`src/rtl/xg_tmds_pkg.sv`:
```
// rtl/xg_tmds_pkg.sv - shared TMDS types, control tokens and popcount helper
package xg_tmds_pkg;

  typedef logic [9:0] tmds_sym_t;

  localparam tmds_sym_t CTRL_TOKEN_00 = 10'h354;
  localparam tmds_sym_t CTRL_TOKEN_01 = 10'h0AB;
  localparam tmds_sym_t CTRL_TOKEN_10 = 10'h154;
  localparam tmds_sym_t CTRL_TOKEN_11 = 10'h2AB;

  // Number of ones in a byte; 0..8 fits in 4 bits.
  function automatic logic [3:0] popcount8(input logic [7:0] v);
    logic [3:0] n;
    n = '0;
    for (int i = 0; i < 8; i++) begin
      n = n + {3'b000, v[i]};
    end
    return n;
  endfunction

endpackage

```
`src/rtl/xg_tmds_channel.sv`:
```
// rtl/xg_tmds_channel.sv - one TMDS channel: optional input reg, transition-minimise, DC-balance
module xg_tmds_channel
  import xg_tmds_pkg::*;
#(
  parameter int IN_REG = 1
) (
  input  logic       clk_25,
  input  logic       rst_n,
  input  logic [7:0] d,
  input  logic       de,
  input  logic       c0,
  input  logic       c1,
  output tmds_sym_t  q
);

  logic [7:0] s0_d;
  logic       s0_de;
  logic       s0_c0;
  logic       s0_c1;

  generate
    if (IN_REG != 0) begin : g_in_reg
      // Stage 0: plain input retiming, cleared to a control cycle.
      always_ff @(posedge clk_25 or negedge rst_n) begin
        if (!rst_n) begin
          s0_d  <= '0;
          s0_de <= 1'b0;
          s0_c0 <= 1'b0;
          s0_c1 <= 1'b0;
        end else begin
          s0_d  <= d;
          s0_de <= de;
          s0_c0 <= c0;
          s0_c1 <= c1;
        end
      end
    end else begin : g_no_reg
      assign s0_d  = d;
      assign s0_de = de;
      assign s0_c0 = c0;
      assign s0_c1 = c1;
    end
  endgenerate

  logic [3:0] n1d;
  logic       use_xnor;
  logic [8:0] qm_next;

  // Stage 1 combinational: choose XOR/XNOR chain to minimise transitions.
  always_comb begin
    n1d      = popcount8(s0_d);
    use_xnor = (n1d > 4'd4) || ((n1d == 4'd4) && !s0_d[0]);
    qm_next    = '0;
    qm_next[0] = s0_d[0];
    for (int i = 1; i < 8; i++) begin
      qm_next[i] = use_xnor ? ~(qm_next[i-1] ^ s0_d[i]) : (qm_next[i-1] ^ s0_d[i]);
    end
    qm_next[8] = ~use_xnor;
  end

  logic [8:0] s1_qm;
  logic [3:0] s1_n1q;
  logic       s1_de;
  logic       s1_c0;
  logic       s1_c1;

  // Stage 1 register: q_m plus its ones count so stage 2 needs no popcount.
  always_ff @(posedge clk_25 or negedge rst_n) begin
    if (!rst_n) begin
      s1_qm  <= '0;
      s1_n1q <= '0;
      s1_de  <= 1'b0;
      s1_c0  <= 1'b0;
      s1_c1  <= 1'b0;
    end else begin
      s1_qm  <= qm_next;
      s1_n1q <= popcount8(qm_next[7:0]);
      s1_de  <= s0_de;
      s1_c0  <= s0_c0;
      s1_c1  <= s0_c1;
    end
  end

  // Running disparity, two's complement; stays even within -8..+8.
  logic [4:0] cnt;
  logic [4:0] cnt_next;
  logic [4:0] diff;
  logic       cnt_pos;
  logic       cnt_neg;
  logic       qm8;
  tmds_sym_t  q_next;

  // Stage 2 combinational: control token or DC-balanced data symbol.
  always_comb begin
    diff     = {s1_n1q, 1'b0} - 5'd8;
    cnt_neg  = cnt[4];
    cnt_pos  = !cnt[4] && (cnt != 5'd0);
    qm8      = s1_qm[8];
    q_next   = CTRL_TOKEN_00;
    cnt_next = cnt;
    if (!s1_de) begin
      case ({s1_c1, s1_c0})
        2'b00:   q_next = CTRL_TOKEN_00;
        2'b01:   q_next = CTRL_TOKEN_01;
        2'b10:   q_next = CTRL_TOKEN_10;
        default: q_next = CTRL_TOKEN_11;
      endcase
      cnt_next = 5'd0;
    end else if ((cnt == 5'd0) || (s1_n1q == 4'd4)) begin
      q_next   = {~qm8, qm8, qm8 ? s1_qm[7:0] : ~s1_qm[7:0]};
      cnt_next = qm8 ? (cnt + diff) : (cnt - diff);
    end else if ((cnt_pos && (s1_n1q > 4'd4)) || (cnt_neg && (s1_n1q < 4'd4))) begin
      q_next   = {1'b1, qm8, ~s1_qm[7:0]};
      cnt_next = cnt + {3'b000, qm8, 1'b0} - diff;
    end else begin
      q_next   = {1'b0, qm8, s1_qm[7:0]};
      cnt_next = cnt - {3'b000, ~qm8, 1'b0} + diff;
    end
  end

  // Stage 2 register: output symbol and disparity counter.
  always_ff @(posedge clk_25 or negedge rst_n) begin
    if (!rst_n) begin
      q   <= CTRL_TOKEN_00;
      cnt <= 5'd0;
    end else begin
      q   <= q_next;
      cnt <= cnt_next;
    end
  end

endmodule

```
`src/rtl/xg_tmds_encoder.sv`:
```
// rtl/xg_tmds_encoder.sv - three-channel DVI TMDS encoder top
module xg_tmds_encoder
  import xg_tmds_pkg::*;
#(
  parameter int IN_REG = 1
) (
  input  logic       clk_25,
  input  logic       rst_n,
  input  logic       vde,
  input  logic       draw_hsync,
  input  logic       draw_vsync,
  input  logic [7:0] vga_r,
  input  logic [7:0] vga_g,
  input  logic [7:0] vga_b,
  output tmds_sym_t  tmds_r,
  output tmds_sym_t  tmds_g,
  output tmds_sym_t  tmds_b,
  output logic       de_out
);

  localparam int LAT = 2 + IN_REG;

  // Blue carries the syncs; red and green send the 00 token in blanking.
  xg_tmds_channel #(.IN_REG(IN_REG)) u_ch_b (
    .clk_25 (clk_25),
    .rst_n  (rst_n),
    .d      (vga_b),
    .de     (vde),
    .c0     (draw_hsync),
    .c1     (draw_vsync),
    .q      (tmds_b)
  );

  xg_tmds_channel #(.IN_REG(IN_REG)) u_ch_g (
    .clk_25 (clk_25),
    .rst_n  (rst_n),
    .d      (vga_g),
    .de     (vde),
    .c0     (1'b0),
    .c1     (1'b0),
    .q      (tmds_g)
  );

  xg_tmds_channel #(.IN_REG(IN_REG)) u_ch_r (
    .clk_25 (clk_25),
    .rst_n  (rst_n),
    .d      (vga_r),
    .de     (vde),
    .c0     (1'b0),
    .c1     (1'b0),
    .q      (tmds_r)
  );

  logic [LAT-1:0] de_pipe;

  // Delay vde by the channel latency so de_out frames the data symbols.
  always_ff @(posedge clk_25 or negedge rst_n) begin
    if (!rst_n) begin
      de_pipe <= '0;
    end else begin
      de_pipe <= {de_pipe[LAT-2:0], vde};
    end
  end

  assign de_out = de_pipe[LAT-1];

endmodule
```
`config.mk`:
```
export PLATFORM = sky130hd
export DESIGN_NAME = xg_tmds_encoder
export DESIGN_NICKNAME = d
export VERILOG_FILES = /design/src/rtl/xg_tmds_pkg.sv /design/src/rtl/xg_tmds_channel.sv /design/src/rtl/xg_tmds_encoder.sv
export SDC_FILE = /design/constraint.sdc
export NUM_CORES = 1
export LEC_CHECK = 0
export CAP_MARGIN = 20
export CORE_ASPECT_RATIO = 1.75
export CORE_UTILIZATION = 50
export DETAILED_ROUTE_END_ITERATION = 6
export GPL_TIMING_DRIVEN = 0
export PLACE_DENSITY = 0.7
export SYNTH_ARGS = -nofsm -noshare
export SYNTH_HDL_FRONTEND = slang
export SYNTH_HIERARCHICAL = 1
export SYNTH_SLANG_ARGS = --single-unit
```
`constraint.sdc`:
```
create_clock -name clk_25 -period 16.3 [get_ports clk_25]
set_clock_uncertainty 0.05 [all_clocks]
set_input_delay 4.89 -clock clk_25 [delete_from_list [all_inputs] [get_ports clk_25]]
set_output_delay 4.89 -clock clk_25 [all_outputs]
set_load 0.05 [all_outputs]
```
# After elaboration in Yosys (flattened, before gate mapping)
# Cells that the tools add are included.
[word_totals] rom_bits=0 latch_bits=0 ram_bits=0 wordCells=233 output_inout_bits=31 reg_bits=117 n_memories=0
[op_classes] div=0 n_reduce_logical=34 bitwise_logic=51 eq_ne=8 n_addsub=63 n_mux=46 order_cmp=9 n_mul=0 shifts=0
[ops] cell="4-bit by 1-bit adder with 4-bit output" n=36
[ops] cell="10-bit two-way mux" n=9
[ops] cell="5-bit two-way mux" n=12
[ops] cell="5-bit adder" n=6
[ops] cell="10-bit case mux with 3 select lines" n=1
[ops] cell="5-bit subtractor" n=6
[ops] cell="1-bit NOT" n=27
[ops] cell="4-bit by 3-bit == test with 1-bit output, second input constant" n=6
[ops] cell="4-bit by 3-bit greater-than comparator with 1-bit output, second input constant" n=6
[ops] cell="8-bit two-way mux" n=3
[ops] cell="8-bit NOT" n=3
[ops] cell="1-bit two-way mux" n=21
[ops] cell="1-bit XOR" n=21
[ops] cell="5-bit by 2-bit adder with 5-bit output" n=3
[ops] cell="5-bit zero test" n=3
[ops] cell="5-bit nonzero test" n=3
[ops] cell="5-bit by 2-bit subtractor with 5-bit output" n=3
[ops] cell="5-bit by 4-bit subtractor with 5-bit output, second input constant" n=3
[ops] cell="1-bit by 1-bit adder with 2-bit output" n=6
[ops] cell="1-bit logical AND" n=12
[ops] cell="4-bit by 3-bit < comparator with 1-bit output, second input constant" n=3
[ops] cell="1-bit logical OR" n=9
[ops] cell="1-bit zero test" n=6
[ops] cell="2-bit by 1-bit == test with 1-bit output, second input constant" n=1
[ops] cell="2 further kinds" n=2

# Logic depth before layout (Yosys ltp)
# Gate-level depths: netlist of run 1.
[logic_depth] depth_word=30 ltp_mapped=20 depth_no_buf=19

# Modules after synthesis
# The synthesis of run 1 kept the hierarchy.
[by_module_without_submodules] mod="xg_tmds_channel (u_ch_g ...)" cells_per_inst=224 instances=2 area_each_um2=2541.2
[by_module_without_submodules] mod="xg_tmds_channel (u_ch_b)" cells_per_inst=222 instances=1 area_each_um2=2548.7
[by_module_without_submodules] mod="xg_tmds_encoder" cells_per_inst=4 instances=1 area_each_um2=78.8

# Worst setup path before layout of run 1
# OpenSTA, ideal clock, no wires.
[synth_timing] path_kind="register -> register" startpoint="reg u_ch_b.s0_d[0]" endpoint="reg u_ch_b.s1_n1q[2]" arrival_ps=5479 stages_incl_launch_ff=21 synth_period_minus_slack_ps=5652 path_slack_ps=10648 setup_time_ps=123 path_buffers=1 path_cell_list="dfrtp_1 > inv_1 > fa_1 > fa_1 > fa_1 > inv_1 > ha_1 > fa_1 > nor3_1 > o21ai_0 > a21oi_1 > buf_2 > xor2_1 > fa_1 > fa_1 > fa_1 > inv_1 > ha_1 > inv_1 > fa_1 > xnor2_1"
[synth_between] elab_chain_len=30
[synth_lines] element="start: declaration" line_no="xg_tmds_channel.sv:16" source="logic [7:0] s0_d;"
[synth_lines] element="start signal: assignment" line_no="xg_tmds_channel.sv:26" source="s0_d <= '0;"
[synth_lines] element="start signal: assignment" line_no="xg_tmds_channel.sv:31" source="s0_d <= d;"
[synth_lines] element="parallel branches: the longest is 29 deep, another holds 4-bit by 1-bit adder with 4-bit output"
[synth_lines] element="4-bit by 1-bit adder with 4-bit output *" line_no="xg_tmds_pkg.sv:16" source="n = n + {3'b000, v[i]};"
[synth_lines] element="end signal: assignment" line_no="xg_tmds_channel.sv:77" source="s1_n1q <= popcount8(qm_next[7:0]);"
[synth_lines] element="end: declaration" line_no="xg_tmds_channel.sv:62" source="logic [3:0] s1_n1q;"
# Every way passes the cells marked *.

# Final worst setup path of run 1
[layout_timing] startpoint="reg u_ch_r.q[8]" endpoint="out tmds_r[8]"
[layout_lines] element="start: declaration" line_no="xg_tmds_channel.sv:13" source="output tmds_sym_t q"
[layout_lines] element="start signal: assignment" line_no="xg_tmds_channel.sv:127" source="q <= q_next;"
[layout_lines] element="end: declaration" line_no="xg_tmds_encoder.sv:15" source="output tmds_sym_t tmds_r,"
# No word-level cell between the ends.

==> impl_metrics.yaml, run 1 <==
worst_setup_path:
  crit_cells: 1
  crit_chain: "clkdlybuf4s50_1"
  worst_setup_path_start_kind: "flip-flop"
  path_class: "flip-flop to output pin"
  critPathSlowestCell: "clkdlybuf4s50_1"
  crit_required_ps: 11360
  cp-end-kind: "output pin"
  path_buf_inv: 1
  worstPathArrival_ps: 1730
  cp_top_family: "buffers and inverters"
  critPathMaxStageDelay_ps: 810
  rr_worst_depth: 20
  path_max_fanout: 1
cells_and_area:
  final_common_cell: "dfrtp_1"
  num-nets-final: 899
  areaGrowthSynthToFinish_pct: 19.0
  drive_above_1_share_pct: 9.75
  fillCellCount: 1159
  antennaDiodeCount: 0
  final_cell_mix: "111 x dfrtp_1, 110 x inv_1, 75 x ha_1"
floorplan:
  die_x_um: 95.9
  initial_core_util_pct: 51.4
  coreArea_um2: 15000
  core.rowCount: 59
  die_area_um2: 15900
  die_h_um: 166
  ios: 60
sta:
  finalSetupTns_ps: 0
  hold_viol_final: 0
  finalCritPeriodShare_pct: 40.9
  max-slew-margin-rel_pct: 65.6
  max_freq_mhz: 150
  rsz0062_at_grt: "false"
  drv_slew: 0
  finalCriticalPeriod_ps: 6670
  worstMarginPinSlew_ps: 514
  setup_viol: 0
grt:
  track_usage_pct: 20.4
  antenna_found_initial: 0
  grt_pass1_wl_um: 24800
  grt_overflow: 0
  grt_pass1_vias: 5482
  grt_max_degree: 76
routing:
  vias: 4810
  initialDrtViolationCount: 137
  dr.pass1.iters: 4
  antenna_left: 0
  drcViolationCount: 0
  routedWlPerCell_um: 15.1
  vias_per_cell: 5.05
  drt_wl_total_um: 14400
run_status:
  status: "finished, final reports clean"
synth:
  yosys-top-cells-area: "dfrtp_1 36%, ha_1 12%, fa_1 10%"
  avgSynthCellArea_um2: 11.4
  synth_top_cell_area_share_pct: 36.0
  syn_area_um2: 7710
  yosysSeqAreaShare_pct: 41.1
  synth_ff_type: "dfrtp_1"
  synth_edf_count: 0
  ys_seq_elements: 126
  postSynthCellCount: 674
  yosys.area.top_type: "dfrtp_1"
  ys_types: 41
  async_flop_share_pct: 100
  synth_warnings: 6
placement:
  dp_hpwl_um: 11200
  gp_congestion: 0.853
  port_buffers: 59
clocking:
  clk_latency_ps: 410
  cts-root-buf: "clkbuf_16"
  cts_tree: "yes"
  numClockSinks: 126
  post-cts-setup-buffers: 0
  clockBufferDepth: 2
  cts_resized: 0
  hold_buffers: 0
  cts.clk_slew.worst_paths_ps: 60
  cts_max_level: 4
  numCtsBuffers: 17
min_path:
  hold_depth: 0
  holdCritPathClass: "flip-flop to flip-flop"
run:
  maxCapViolations: 0
==> per-stage QoR <==
stage	utilization, %	setup slack, ps	cell area (µm²)	instances	hold WS (ps)
after detailed placement	57.2	10060	8570	920	287
after global placement	57.0	5720	8540	919	282
after floorplan	-	10650	7720	677	281
final	61.2	9630	9180	952	299
after global routing	61.2	9590	9180	952	304
after CTS	61.2	9610	9180	952	300
==> cell families (layout without fill, tap and decap cells) <==
group                    count (synthesis)  in the layout  share of synthesized area, %
XOR/XNOR                               105            105                          14.4
multiplexers                            14             14                          1.91
buffers and inverters                  127            219                          6.26
other                                    1              4                        0.0486
AO/OA/AOI/OAI                          113            113                          9.53
adder cells (fa/ha/maj)                114            114                          22.3
AND/OR/NAND/NOR                         74             74                          4.45
flip-flops                             126            126                          41.1
==> final timing paths <==
kind,from,endpoint,slack (ps)
setup / recovery,u_ch_r/q[8]$_DFF_PN1_,tmds_r[8],9630
hold / removal,u_ch_r/s0_c1$_DFF_PN0_,u_ch_r/s1_c1$_DFF_PN0_,300
setup reg to reg,u_ch_g/s0_d[0]$_DFF_PN0_,u_ch_g/s1_n1q[2]$_DFF_PN0_,10120
hold reg to reg,u_ch_r/s0_c1$_DFF_PN0_,u_ch_r/s1_c1$_DFF_PN0_,300
max in group asynchronous,rst_n,u_ch_g/q[9]$_DFF_PN1_,11080
min in group asynchronous,rst_n,u_ch_r/s0_c1$_DFF_PN0_,4370
==> flip-flops by register name (all words and copies together), names as in the netlist, 3 cells and up <==
register and flops:
u_ch_b/q 10, u_ch_r/s0_d 8, de_pipe 3, u_ch_r/cnt 4, u_ch_g/s0_d 8, u_ch_b/s1_n1q 4
u_ch_r/q 10, u_ch_b/s0_d 8, u_ch_b/cnt 4, u_ch_g/cnt 4, u_ch_g/s1_qm 9, u_ch_g/q 10
u_ch_g/s1_n1q 4, u_ch_r/s1_qm 9, u_ch_b/s1_qm 9, u_ch_r/s1_n1q 4
==> worst reg2reg max path, stage by stage (launching register included) <==
cell and delay [ps]:
dfrtp_1 410, inv_1 150, fa_1 450, fa_1 480, fa_1 510, inv_1 40
ha_1 200, fa_1 440, nor3_1 280, o21ai_0 130, a21oi_1 170, buf_2 290
xor2_1 220, fa_1 470, fa_1 560, fa_1 420, inv_1 70, ha_1 160
inv_1 60, fa_1 370, xnor2_1 180
==> per-layer routing <==
metal / vias to the layer above / track usage [%] / wire length [µm]
met2: 99 / 38.5 / 8480
met3: 31 / 4.08 / 390
met4: 0 / 9.28 / 439
met5: - / 0 / 0
li1: 2311 / - / -
met1: 2369 / 20.6 / 5060
==> cells in the mapped netlist, types with 2 or more instances <==
cell        n
clkbuf_1   11
a211oi_1    3
mux2i_1     8
nor3b_1     4
or3_1       3
o21a_1      5
o21ai_0    20
xnor3_1     3
xor2_1     30
xnor2_1    60
nand2_1    22
nor2b_1     6
inv_1     110
a21oi_1    33
nor2_1     22
a22oi_1     4
a21boi_0    3
ha_1       75
a21o_1     30
dfstp_2    15
o31ai_1     3
xnor3_2     3
nor3_1     12
xnor2_4     3
a31oi_1     3
xnor2_2     6
a22o_1      2
fa_1       39
o211ai_1    3
or2_2       3
dfrtp_1   111
buf_2       5
mux2_2      6
==> layout make-up <==
class	count	area [µm²]	share of cell area, %
Clock inverter	13	163	1.77
Clock buffer	19	443	4.83
Inverter	110	413	4.50
Tap cell	183	229	2.50
Buffer	17	70.1	0.764
Multi-Input combinational cell	424	4070	44.3
Sequential cell	126	3170	34.6
Timing Repair Buffer	60	619	6.75
Power of run 1 is not shown: default switching activity piles up to over one toggle a cycle in this logic, so the estimate is an artifact.
==> inputs of run 2 (changes only) <==
==> constraint.sdc (replaced) <==
create_clock -name clk_25 -period 6.8 [get_ports clk_25]
set_clock_uncertainty 0.05 [all_clocks]
set_input_delay 2.04 -clock clk_25 [delete_from_list [all_inputs] [get_ports clk_25]]
set_output_delay 2.04 -clock clk_25 [all_outputs]
set_load 0.05 [all_outputs]
==> results of run 2 <==
The final DEF is identical to that of run 1. Status: finished, final reports clean.
Among the figures that moved: setup slack after placement 10060 ps -> 690 ps; setup slack after layout 9630 ps -> 616 ps; start point of the critical path u_ch_r/q[8]$_DFF_PN1_ -> u_ch_g/s0_d[0]$_DFF_PN0_; end point of the critical path tmds_r[8] -> u_ch_g/s1_n1q[2]$_DFF_PN0_; register-to-register setup slack 10120 ps -> 620 ps
Power of run 2 is left out for the same reason.
